### config.mk
export PLATFORM = sky130hd
export DESIGN_NAME = fetch_flat
export DESIGN_NICKNAME = d
export VERILOG_FILES = /design/src/rtl/fetch_if.sv /design/src/rtl/fetch.sv /design/src/flat_wrapper.sv
export SDC_FILE = /design/constraint.sdc
export NUM_CORES = 1
export LEC_CHECK = 0
export CAP_MARGIN = 20
export CORE_MARGIN = 2
export CORE_UTILIZATION = 45
export CTS_CLUSTER_DIAMETER = 80
export DETAILED_ROUTE_END_ITERATION = 10
export HOLD_SLACK_MARGIN = 0.08
export PLACE_DENSITY = 0.74
export RECOVER_POWER = 50
export REMOVE_ABC_BUFFERS = 1
export SYNTH_ARGS = -nofsm -noshare
export SYNTH_HDL_FRONTEND = slang
export SYNTH_SLANG_ARGS = --single-unit
### constraint.sdc
create_clock -name clk -period 17.8 [get_ports clk]
set_clock_uncertainty 0.1 [all_clocks]
set_input_delay 5.34 -clock clk [delete_from_list [all_inputs] [get_ports clk]]
set_output_delay 5.34 -clock clk [all_outputs]
set_load 0.02 [all_outputs]
### src/rtl/fetch_if.sv
// Fetch-unit bus: instruction-memory request/response, redirect input and
// the instruction handshake towards decode.
interface fetch_if;
    logic        imem_req;
    logic [31:0] imem_addr;
    logic        imem_rvalid;
    logic [31:0] imem_rdata;
    logic        redirect;
    logic [31:0] redirect_pc;
    logic        instr_valid;
    logic        instr_ready;
    logic [31:0] instr;
    logic [31:0] instr_pc;

    // master: the fetch unit itself
    modport master (
        output imem_req,
        output imem_addr,
        input  imem_rvalid,
        input  imem_rdata,
        input  redirect,
        input  redirect_pc,
        output instr_valid,
        input  instr_ready,
        output instr,
        output instr_pc
    );

    // slave: instruction memory plus the downstream pipeline
    modport slave (
        input  imem_req,
        input  imem_addr,
        output imem_rvalid,
        output imem_rdata,
        output redirect,
        output redirect_pc,
        input  instr_valid,
        output instr_ready,
        input  instr,
        input  instr_pc
    );
endinterface

### src/rtl/fetch.sv
// Instruction fetch: credit-limited requests into a 2-entry FIFO, redirect/drop.
// FETCH_ALIGN_CHECK_EN adds the sticky fetch_misaligned output and fetch stall.
module fetch #(
    parameter logic [31:0] RESET_PC = 32'h0000_0000
) (
    input  logic    clk,
    input  logic    rst,
`ifdef FETCH_ALIGN_CHECK_EN
    output logic    fetch_misaligned,
`endif
    fetch_if.master bus
);

    localparam int DEPTH = 2;

    logic [31:0] pc_reg;
    logic [1:0]  count_reg;
    logic [1:0]  count_next;
    logic        rd_ptr_reg;
    logic        wr_ptr_reg;
    logic        inflight_reg;
    logic [31:0] inflight_pc_reg;
    logic        drop_reg;
    logic [31:0] word_reg [DEPTH];
    logic [31:0] wpc_reg  [DEPTH];

    logic        halt;
    logic        pop;
    logic        push;
    logic        issue;
    logic [2:0]  occupancy;
    logic [31:0] redirect_target;

    assign redirect_target = {bus.redirect_pc[31:2], 2'b00};

`ifdef FETCH_ALIGN_CHECK_EN
    logic misaligned_reg;

    assign halt             = misaligned_reg;
    assign fetch_misaligned = misaligned_reg;

    // Sticky until the next redirect re-evaluates alignment, or reset.
    always_ff @(posedge clk) begin
        if (rst) begin
            misaligned_reg <= 1'b0;
        end else if (bus.redirect) begin
            misaligned_reg <= |bus.redirect_pc[1:0];
        end
    end
`else
    logic unused_redirect_lsb;

    assign halt                = 1'b0;
    assign unused_redirect_lsb = ^bus.redirect_pc[1:0];
`endif

    // Decode-side view of the FIFO head
    assign bus.instr_valid = !rst && (count_reg != 2'd0);
    assign bus.instr       = word_reg[rd_ptr_reg];
    assign bus.instr_pc    = wpc_reg[rd_ptr_reg];

    assign pop = bus.instr_valid && bus.instr_ready && !bus.redirect;

    // Buffered plus outstanding instructions after this cycle's pop must leave
    // a free slot, so every response always finds room in the FIFO.
    assign occupancy = {1'b0, count_reg} + {2'b00, inflight_reg} - {2'b00, pop};
    assign issue     = !rst && !bus.redirect && !halt && (occupancy < 3'd2);

    assign bus.imem_req  = issue;
    assign bus.imem_addr = pc_reg;

    // A response is only taken when it answers our own surviving request.
    assign push = bus.imem_rvalid && inflight_reg && !drop_reg && !bus.redirect && !rst;

    always_comb begin
        count_next = count_reg;
        case ({push, pop})
            2'b10:   count_next = count_reg + 2'd1;
            2'b01:   count_next = count_reg - 2'd1;
            default: count_next = count_reg;
        endcase
    end

    always_ff @(posedge clk) begin
        if (rst) begin
            pc_reg       <= RESET_PC;
            count_reg    <= 2'd0;
            rd_ptr_reg   <= 1'b0;
            wr_ptr_reg   <= 1'b0;
            inflight_reg <= 1'b0;
            drop_reg     <= 1'b0;
        end else if (bus.redirect) begin
            pc_reg       <= redirect_target;
            count_reg    <= 2'd0;
            rd_ptr_reg   <= 1'b0;
            wr_ptr_reg   <= 1'b0;
            inflight_reg <= 1'b0;
            drop_reg     <= inflight_reg;
        end else begin
            if (issue) begin
                pc_reg <= pc_reg + 32'd4;
            end
            inflight_reg <= issue;
            drop_reg     <= 1'b0;
            count_reg    <= count_next;
            if (push) begin
                wr_ptr_reg <= ~wr_ptr_reg;
            end
            if (pop) begin
                rd_ptr_reg <= ~rd_ptr_reg;
            end
        end
    end

    // Datapath registers carry no reset; validity lives in count/inflight.
    always_ff @(posedge clk) begin
        if (issue) begin
            inflight_pc_reg <= pc_reg;
        end
    end

    generate
        for (genvar gi = 0; gi < DEPTH; gi++) begin : g_entry
            always_ff @(posedge clk) begin
                if (push && (wr_ptr_reg == 1'(gi))) begin
                    word_reg[gi] <= bus.imem_rdata;
                    wpc_reg[gi]  <= inflight_pc_reg;
                end
            end
        end
    endgenerate

    assert property (@(posedge clk) disable iff (rst)
        !(push && !pop && (count_reg == 2'd2)));

endmodule
### src/flat_wrapper.sv
// flat-port wrapper written by rule: the top's interface ports become plain ports
module fetch_flat 
#(
    parameter logic [31:0] RESET_PC = 32'h0000_0000
)
  (clk, rst, bus_imem_req, bus_imem_addr, bus_imem_rvalid, bus_imem_rdata, bus_redirect, bus_redirect_pc, bus_instr_valid, bus_instr_ready, bus_instr, bus_instr_pc);
  fetch_if bus_i ();
  input  logic clk;
  input  logic rst;
  output wire logic [$bits(bus_i.imem_req)-1:0] bus_imem_req;
  output wire logic [$bits(bus_i.imem_addr)-1:0] bus_imem_addr;
  input wire logic [$bits(bus_i.imem_rvalid)-1:0] bus_imem_rvalid;
  input wire logic [$bits(bus_i.imem_rdata)-1:0] bus_imem_rdata;
  input wire logic [$bits(bus_i.redirect)-1:0] bus_redirect;
  input wire logic [$bits(bus_i.redirect_pc)-1:0] bus_redirect_pc;
  output wire logic [$bits(bus_i.instr_valid)-1:0] bus_instr_valid;
  input wire logic [$bits(bus_i.instr_ready)-1:0] bus_instr_ready;
  output wire logic [$bits(bus_i.instr)-1:0] bus_instr;
  output wire logic [$bits(bus_i.instr_pc)-1:0] bus_instr_pc;
  assign bus_imem_req = bus_i.imem_req;
  assign bus_imem_addr = bus_i.imem_addr;
  assign bus_i.imem_rvalid = bus_imem_rvalid;
  assign bus_i.imem_rdata = bus_imem_rdata;
  assign bus_i.redirect = bus_redirect;
  assign bus_i.redirect_pc = bus_redirect_pc;
  assign bus_instr_valid = bus_i.instr_valid;
  assign bus_i.instr_ready = bus_instr_ready;
  assign bus_instr = bus_i.instr;
  assign bus_instr_pc = bus_i.instr_pc;
  fetch #(.RESET_PC(RESET_PC)) u_core (.clk(clk), .rst(rst), .bus(bus_i));
endmodule
## After elaboration in Yosys (flattened, before gate mapping)

Memory sizes are Yosys's and may differ from the RTL's. A register that Yosys moved wholly into a read port is not among the register bits.
Index checks and enable logic that the tools add are counted.

| storage, ports and cells | value |
|---|---|
| latch bits | 0 |
| output and inout bits | 98 |
| word-level logic and storage cells | 59 |
| register bits | 70 |
| memories | 2 |
| bits in read-only memories | 0 |
| input port bits | 69 |
| RAM bits | 128 |

Memories:

| memory | words | bits a word | read ports | clocked after memory_dff | wr ports | line | source |
|---|---|---|---|---|---|---|---|
| u_core.word_reg | 2 | 32 | 1 | 1 | 1 | fetch.sv:24 | `logic [31:0] word_reg [DEPTH];` |
| u_core.wpc_reg | 2 | 32 | 1 | 1 | 1 | fetch.sv:25 | `logic [31:0] wpc_reg [DEPTH];` |

| operators by class | value |
|---|---|
| reductions and logical operators | 21 |
| divide/modulo/power cells | 0 |
| muxes and demuxes | 17 |
| shift-type cells | 0 |
| $lt $le $gt $ge | 1 |
| multipliers | 0 |
| add/sub/neg operators | 5 |
| equal/unequal tests | 2 |
| bitwise gates (word level) | 3 |

Operator list:

| operator | count |
|---|---|
| $mux 32 | 4 |
| $reduce_or 32->1 | 2 |
| $add 32x3->32 const B | 1 |
| $mux 1 | 12 |
| $logic_and 1x1->1 | 11 |
| $reduce_bool 2->1 | 3 |
| $pmux 2 s2 | 1 |
| $reduce_or 2->1 | 2 |
| $add 2x1->3 | 1 |
| $logic_not 1->1 | 3 |
| $lt 3x2->1 const B | 1 |
| $not 1->1 | 3 |
| $sub 3x1->3 | 1 |
| $add 2x1->2 const B | 1 |
| $eq 2x1->1 const B | 1 |
| $eq 2x2->1 const B | 1 |
| $sub 2x1->2 const B | 1 |

## Logic depth before layout (Yosys ltp)

| logic depth | value |
|---|---|
| depth in word-level cells | 9 |
| gate-level depth with buffers | 14 |

## Worst setup path after synthesis

No wires, ideal clock.

| path | value |
|---|---|
| path kind | input -> output |
| start point | input bus_redirect |
| end point | output bus_imem_req |
| arrival time | 8.533 ns |
| required time | 12.360 ns |
| path buffers | 3 |
| stages | 11 |
| slack | 3.827 ns |
| cell sequence | clkbuf_1 > or2_2 > clkbuf_1 > nor2_1 > ha_1 > nand2b_1 > fa_1 > xnor2_1 > nand3_1 > inv_1 > buf_1 |

| on the way | value |
|---|---|
| longest elaborated chain between the ends | 5 |
| elaborated cells between the ends (all ways) | 6 |
| classes of those cells | add/sub (1); order compare (1); reduce/logical (4) |

Ends and longest elaborated chain:

| what | line | source |
|---|---|---|
| start: declaration | flat_wrapper.sv:14 | `input wire logic [$bits(bus_i.redirect)-1:0] bus_redirect;` |
| $logic_not 1->1 | fetch.sv:62 | `assign pop = bus.instr_valid && bus.instr_ready && !bus.redirect;` |
| $logic_and 1x1->1 | fetch.sv:62 |  |
| named net u_core.pop | fetch.sv:28 | `logic pop;` |
| $sub 3x1->3 | fetch.sv:66 | `assign occupancy = {1'b0, count_reg} + {2'b00, inflight_reg} - {2'b00, pop};` |
| $lt 3x2->1 | fetch.sv:67 | `assign issue = !rst && !bus.redirect && !halt && (occupancy < 3'd2);` |
| $logic_and 1x1->1 | fetch.sv:67 |  |
| end: declaration | flat_wrapper.sv:10 | `output wire logic [$bits(bus_i.imem_req)-1:0] bus_imem_req;` |

The timed path passes the listed nets, and every way through them passes these cells.

## Worst setup path after layout

Same ends and word-level chain as after synthesis.

==> metrics.txt <==
critical path type=input port to output port; worst slew margin relative to its limit=-99.11%; ordered cell list for the critical path=dlygate4sd3_1 > clkbuf_1 > or2_2 > nor2_1 > ha_1 > nand2b_1 > fa_1 > xnor2_1 > nand3_1 > inv_2 > clkdlybuf4s50_1; #FFs+latches synth=191; # clock sinks=191; total congestion overflow=0; die area=0.01787 mm^2; Detail Route Antenna Nets=0; CP delay by family, top=buffers and inverters; netlist area before placement=0.007567 mm^2; portion of the post-synthesis area used by sequential elements=70.90%; total via count after detailed routing=4749; complex-gate fraction of the synthesized area=5.969%; max capacitance violation total=2; maximum buffer depth of the clock tree=2; Hold Path Sink=u_core.wpc_reg[1][20]; average via count per standard cell=5.312; number of placed cells counting well taps=862; Netlist cell types=53; overall die height=133.7 um; leading cell types by total area after synthesis=sky130_fd_sc_hd__edfxtp_1 (61%), sky130_fd_sc_hd__dfxtp_1 (9.8%), sky130_fd_sc_hd__mux2_2 (9.7%), sky130_fd_sc_hd__nor2_1 (1.5%), sky130_fd_sc_hd__nand2_1 (1.2%); antenna diode instance count=0; pin count of the biggest net entering global routing=63; Bufs and invs on worst path=4; post-synthesis to final-layout area growth=31.53%; total setup buffers inserted after CTS=0; Worst Path Max Fanout=44; Ys Warns=0; leading register cell type out of synthesis=sky130_fd_sc_hd__edfxtp_1; post-synthesis async set-or-reset flop share=0%; setup slack of the worst register-to-register path=14.21 ns; DR WL/cell=17.38 um; TritonCTS clock tree=done; adder and majority cell fraction of the synthesized area=0.7606%; outcome=complete, but fails checks; min cycle time layout=15.83 ns; mux cell area share after synthesis=10.40%; hold-fix buffer count after cts=0; number of antenna violations at the first check in global routing=0; Root Driver=sky130_fd_sc_hd__clkbuf_16; post-CTS resize count=0; simple-gate portion of the synthesized area=8.730%; total leakage power=3.424 nW; number of failing hold endpoints at the final stage=0; maximum ir drop on the vdd rail=0.06736 mV; post-synthesis area per instance=15.13 um^2; RR Startpoint=u_core.count_reg[1]; Synth Area in XOR/XNOR=1.042%; highest achievable clock rate=0.06315 GHz; CP arrival=10.39 ns; worst hold margin=0.3431 ns; min-delay worst type=flop to flop; horizontal die dimension=133.7 um; share of the cycle needed by the critical path after routing=88.96%; total CTS buffers=17; Worst-path clk slew=0.06 ns; number of enable flip-flop cells after synthesis=154; slowest cell delay on critical path=1.34 ns; site row count=47; total DRC errors in the routed layout=0; number of DRC markers in iteration 0=371; area leader, netlist=sky130_fd_sc_hd__edfxtp_1; H-tree level count=4; slew at the pin closest to its max-slew limit=2.983 ns; num ports=167; placeable core region=0.01652 mm^2; Worst EP required=12.36 ns; share of post-route cells with drive strength above 1=15.73%; total power density per cell area=93.47 mW/mm^2; flip-flop count of the largest register after layout=64; Worst Hold Launch=u_core.inflight_pc_reg[20]; final-stage net count=734; endpoint of the worst register-to-register path=u_core.bus.imem_addr[3]; first-pass GRT wire length=24.61 mm; Worst-Skew Late Latency=0.42 ns; GRT Util Overall=17.79%; failing checks=max-capacitance violations, max-slew violations; number of buffers inserted by port buffering=160; number of cells on the worst reg-to-reg path=11; aggregate negative setup slack=0 ns; area share of the largest cell type after synthesis=61.11%; Worst Setup Start Kind=input port; RSZ-0062 raised after global routing=false; starting utilization of the core area=45.79%; length of the first detailed-routing pass in iterations=4; kind of end point of the critical path=output port; combinational family with the most area after synthesis=multiplexers; Routability Congestion=0.8186; number of endpoints failing setup at the final stage=0; Min-Delay Path Depth=0; via count of the first global-routing pass=4880; wire length reported by the detailed router=15.54 mm; Non-Filler Instances=894; number of pins with negative max-slew slack in the final report=108; Slowest-stage cell, CP=sky130_fd_sc_hd__clkbuf_1; total half-perimeter wirelength after legalization and detailed placement=10.12 mm; instance count of the mapped netlist=500
-- report_power, final --
group / internal, mW / switching, mW
Clock: 0.219 / 0.153
Sequential: 0.493 / 0.0102
Combinational: 0.0279 / 0.0276
-- cell usage after synthesis, types with 7 or more instances --
library cell / instances
sky130_fd_sc_hd__nor2_1: 30
sky130_fd_sc_hd__a21oi_1: 15
sky130_fd_sc_hd__a31oi_1: 8
sky130_fd_sc_hd__dfxtp_1: 37
sky130_fd_sc_hd__nand4_1: 14
sky130_fd_sc_hd__nor3_1: 7
sky130_fd_sc_hd__clkbuf_1: 15
sky130_fd_sc_hd__inv_1: 11
sky130_fd_sc_hd__nand2_1: 25
sky130_fd_sc_hd__nand3_1: 7
sky130_fd_sc_hd__o21ai_0: 12
sky130_fd_sc_hd__mux2_2: 65
sky130_fd_sc_hd__edfxtp_1: 154
sky130_fd_sc_hd__a32oi_1: 8
sky130_fd_sc_hd__a22oi_1: 8
-- how the worst max path moves through the flow --
stage | start | to | cells past startpoint | slack, ns
6_report | bus_redirect | bus_imem_req | 11 | 1.97
5_1_grt | bus_redirect | bus_imem_req | 11 | 1.58
4_1_cts | bus_redirect | bus_imem_req | 11 | 3.06
3_5_place_dp | bus_redirect | bus_imem_req | 11 | 3.09
3_3_place_gp | bus_redirect | bus_imem_req | 11 | 3.18
2_1_floorplan | rst | bus_imem_req | 8 | 3.86
-- cell type report --
| type | count | area (um^2) |
|---|---|---|
| fill | 1269 | 6571 |
| sequential | 191 | 5365 |
| multi-input combinational | 275 | 2051 |
| timing repair buffer | 165 | 1635 |
| clock buffer | 23 | 479.2 |
| tap | 220 | 275.3 |
| clock inverter | 9 | 106.4 |
| inverter | 11 | 41.29 |
-- per-stage QoR --
stage               total power, mW  instance area (um^2)  worst slack [ns]  util (%)
floorplan                    0.5329                  7457             3.857         -
global placement             0.5684                  9390             3.184     56.83
detailed placement           0.5708                  9390             3.085     56.83
CTS                          0.9436                  9976             3.057     60.37
global route                 0.9605                  9953             1.579     60.23
finish                       0.9303                  9953             1.966     60.23
-- worst reg2reg max path: stages (launching register included) --
cell                       delay (ns)
sky130_fd_sc_hd__dfxtp_1         0.38
sky130_fd_sc_hd__o21ai_0         0.32
sky130_fd_sc_hd__nor2_1          0.12
sky130_fd_sc_hd__ha_1            0.30
sky130_fd_sc_hd__nand2b_1        0.16
sky130_fd_sc_hd__fa_1            0.38
sky130_fd_sc_hd__xnor2_1         0.28
sky130_fd_sc_hd__nand3_1         0.15
sky130_fd_sc_hd__inv_2           0.69
sky130_fd_sc_hd__mux2_2          0.42
sky130_fd_sc_hd__mux2i_1         0.12
sky130_fd_sc_hd__nor2_1          0.06
-- metal layers --
layer	track usage [%]	wire (um)	up-vias
li1	-	-	2236
met1	22.26	6591	2304
met2	30.04	7790	192
met3	4.376	974	17
met4	6.738	178	0
met5	0	0	-
-- cell families after synthesis --
logic type | count (synthesis)
xor+xnor | 9
other cells | 1
mux | 70
buf+inv | 37
simple gates | 120
compound gates | 68
fa+ha+maj | 4
flops | 191
-- layout by cell type, fill, tap and decap left out, types with 4 or more instances in the layout --
master	count
sky130_fd_sc_hd__nor2b_1	4
sky130_fd_sc_hd__a21oi_1	15
sky130_fd_sc_hd__nand2b_1	4
sky130_fd_sc_hd__and2_1	4
sky130_fd_sc_hd__clkbuf_16	18
sky130_fd_sc_hd__edfxtp_1	154
sky130_fd_sc_hd__a22oi_1	8
sky130_fd_sc_hd__nor2_1	30
sky130_fd_sc_hd__a31oi_1	8
sky130_fd_sc_hd__a32oi_1	8
sky130_fd_sc_hd__nand2_1	25
sky130_fd_sc_hd__nor3_1	7
sky130_fd_sc_hd__nor3b_1	4
sky130_fd_sc_hd__mux2_2	65
sky130_fd_sc_hd__o21ai_0	12
sky130_fd_sc_hd__nand3_1	7
sky130_fd_sc_hd__clkbuf_1	5
sky130_fd_sc_hd__xor2_1	6
sky130_fd_sc_hd__nand4_1	14
sky130_fd_sc_hd__and3_1	5
sky130_fd_sc_hd__conb_1	4
sky130_fd_sc_hd__buf_4	4
sky130_fd_sc_hd__inv_1	10
sky130_fd_sc_hd__dlygate4sd3_1	63
sky130_fd_sc_hd__clkdlybuf4s50_1	97
sky130_fd_sc_hd__clkinv_2	4
sky130_fd_sc_hd__dfxtp_1	37
sky130_fd_sc_hd__mux2i_1	4
(Power assumes the default switching activity.)
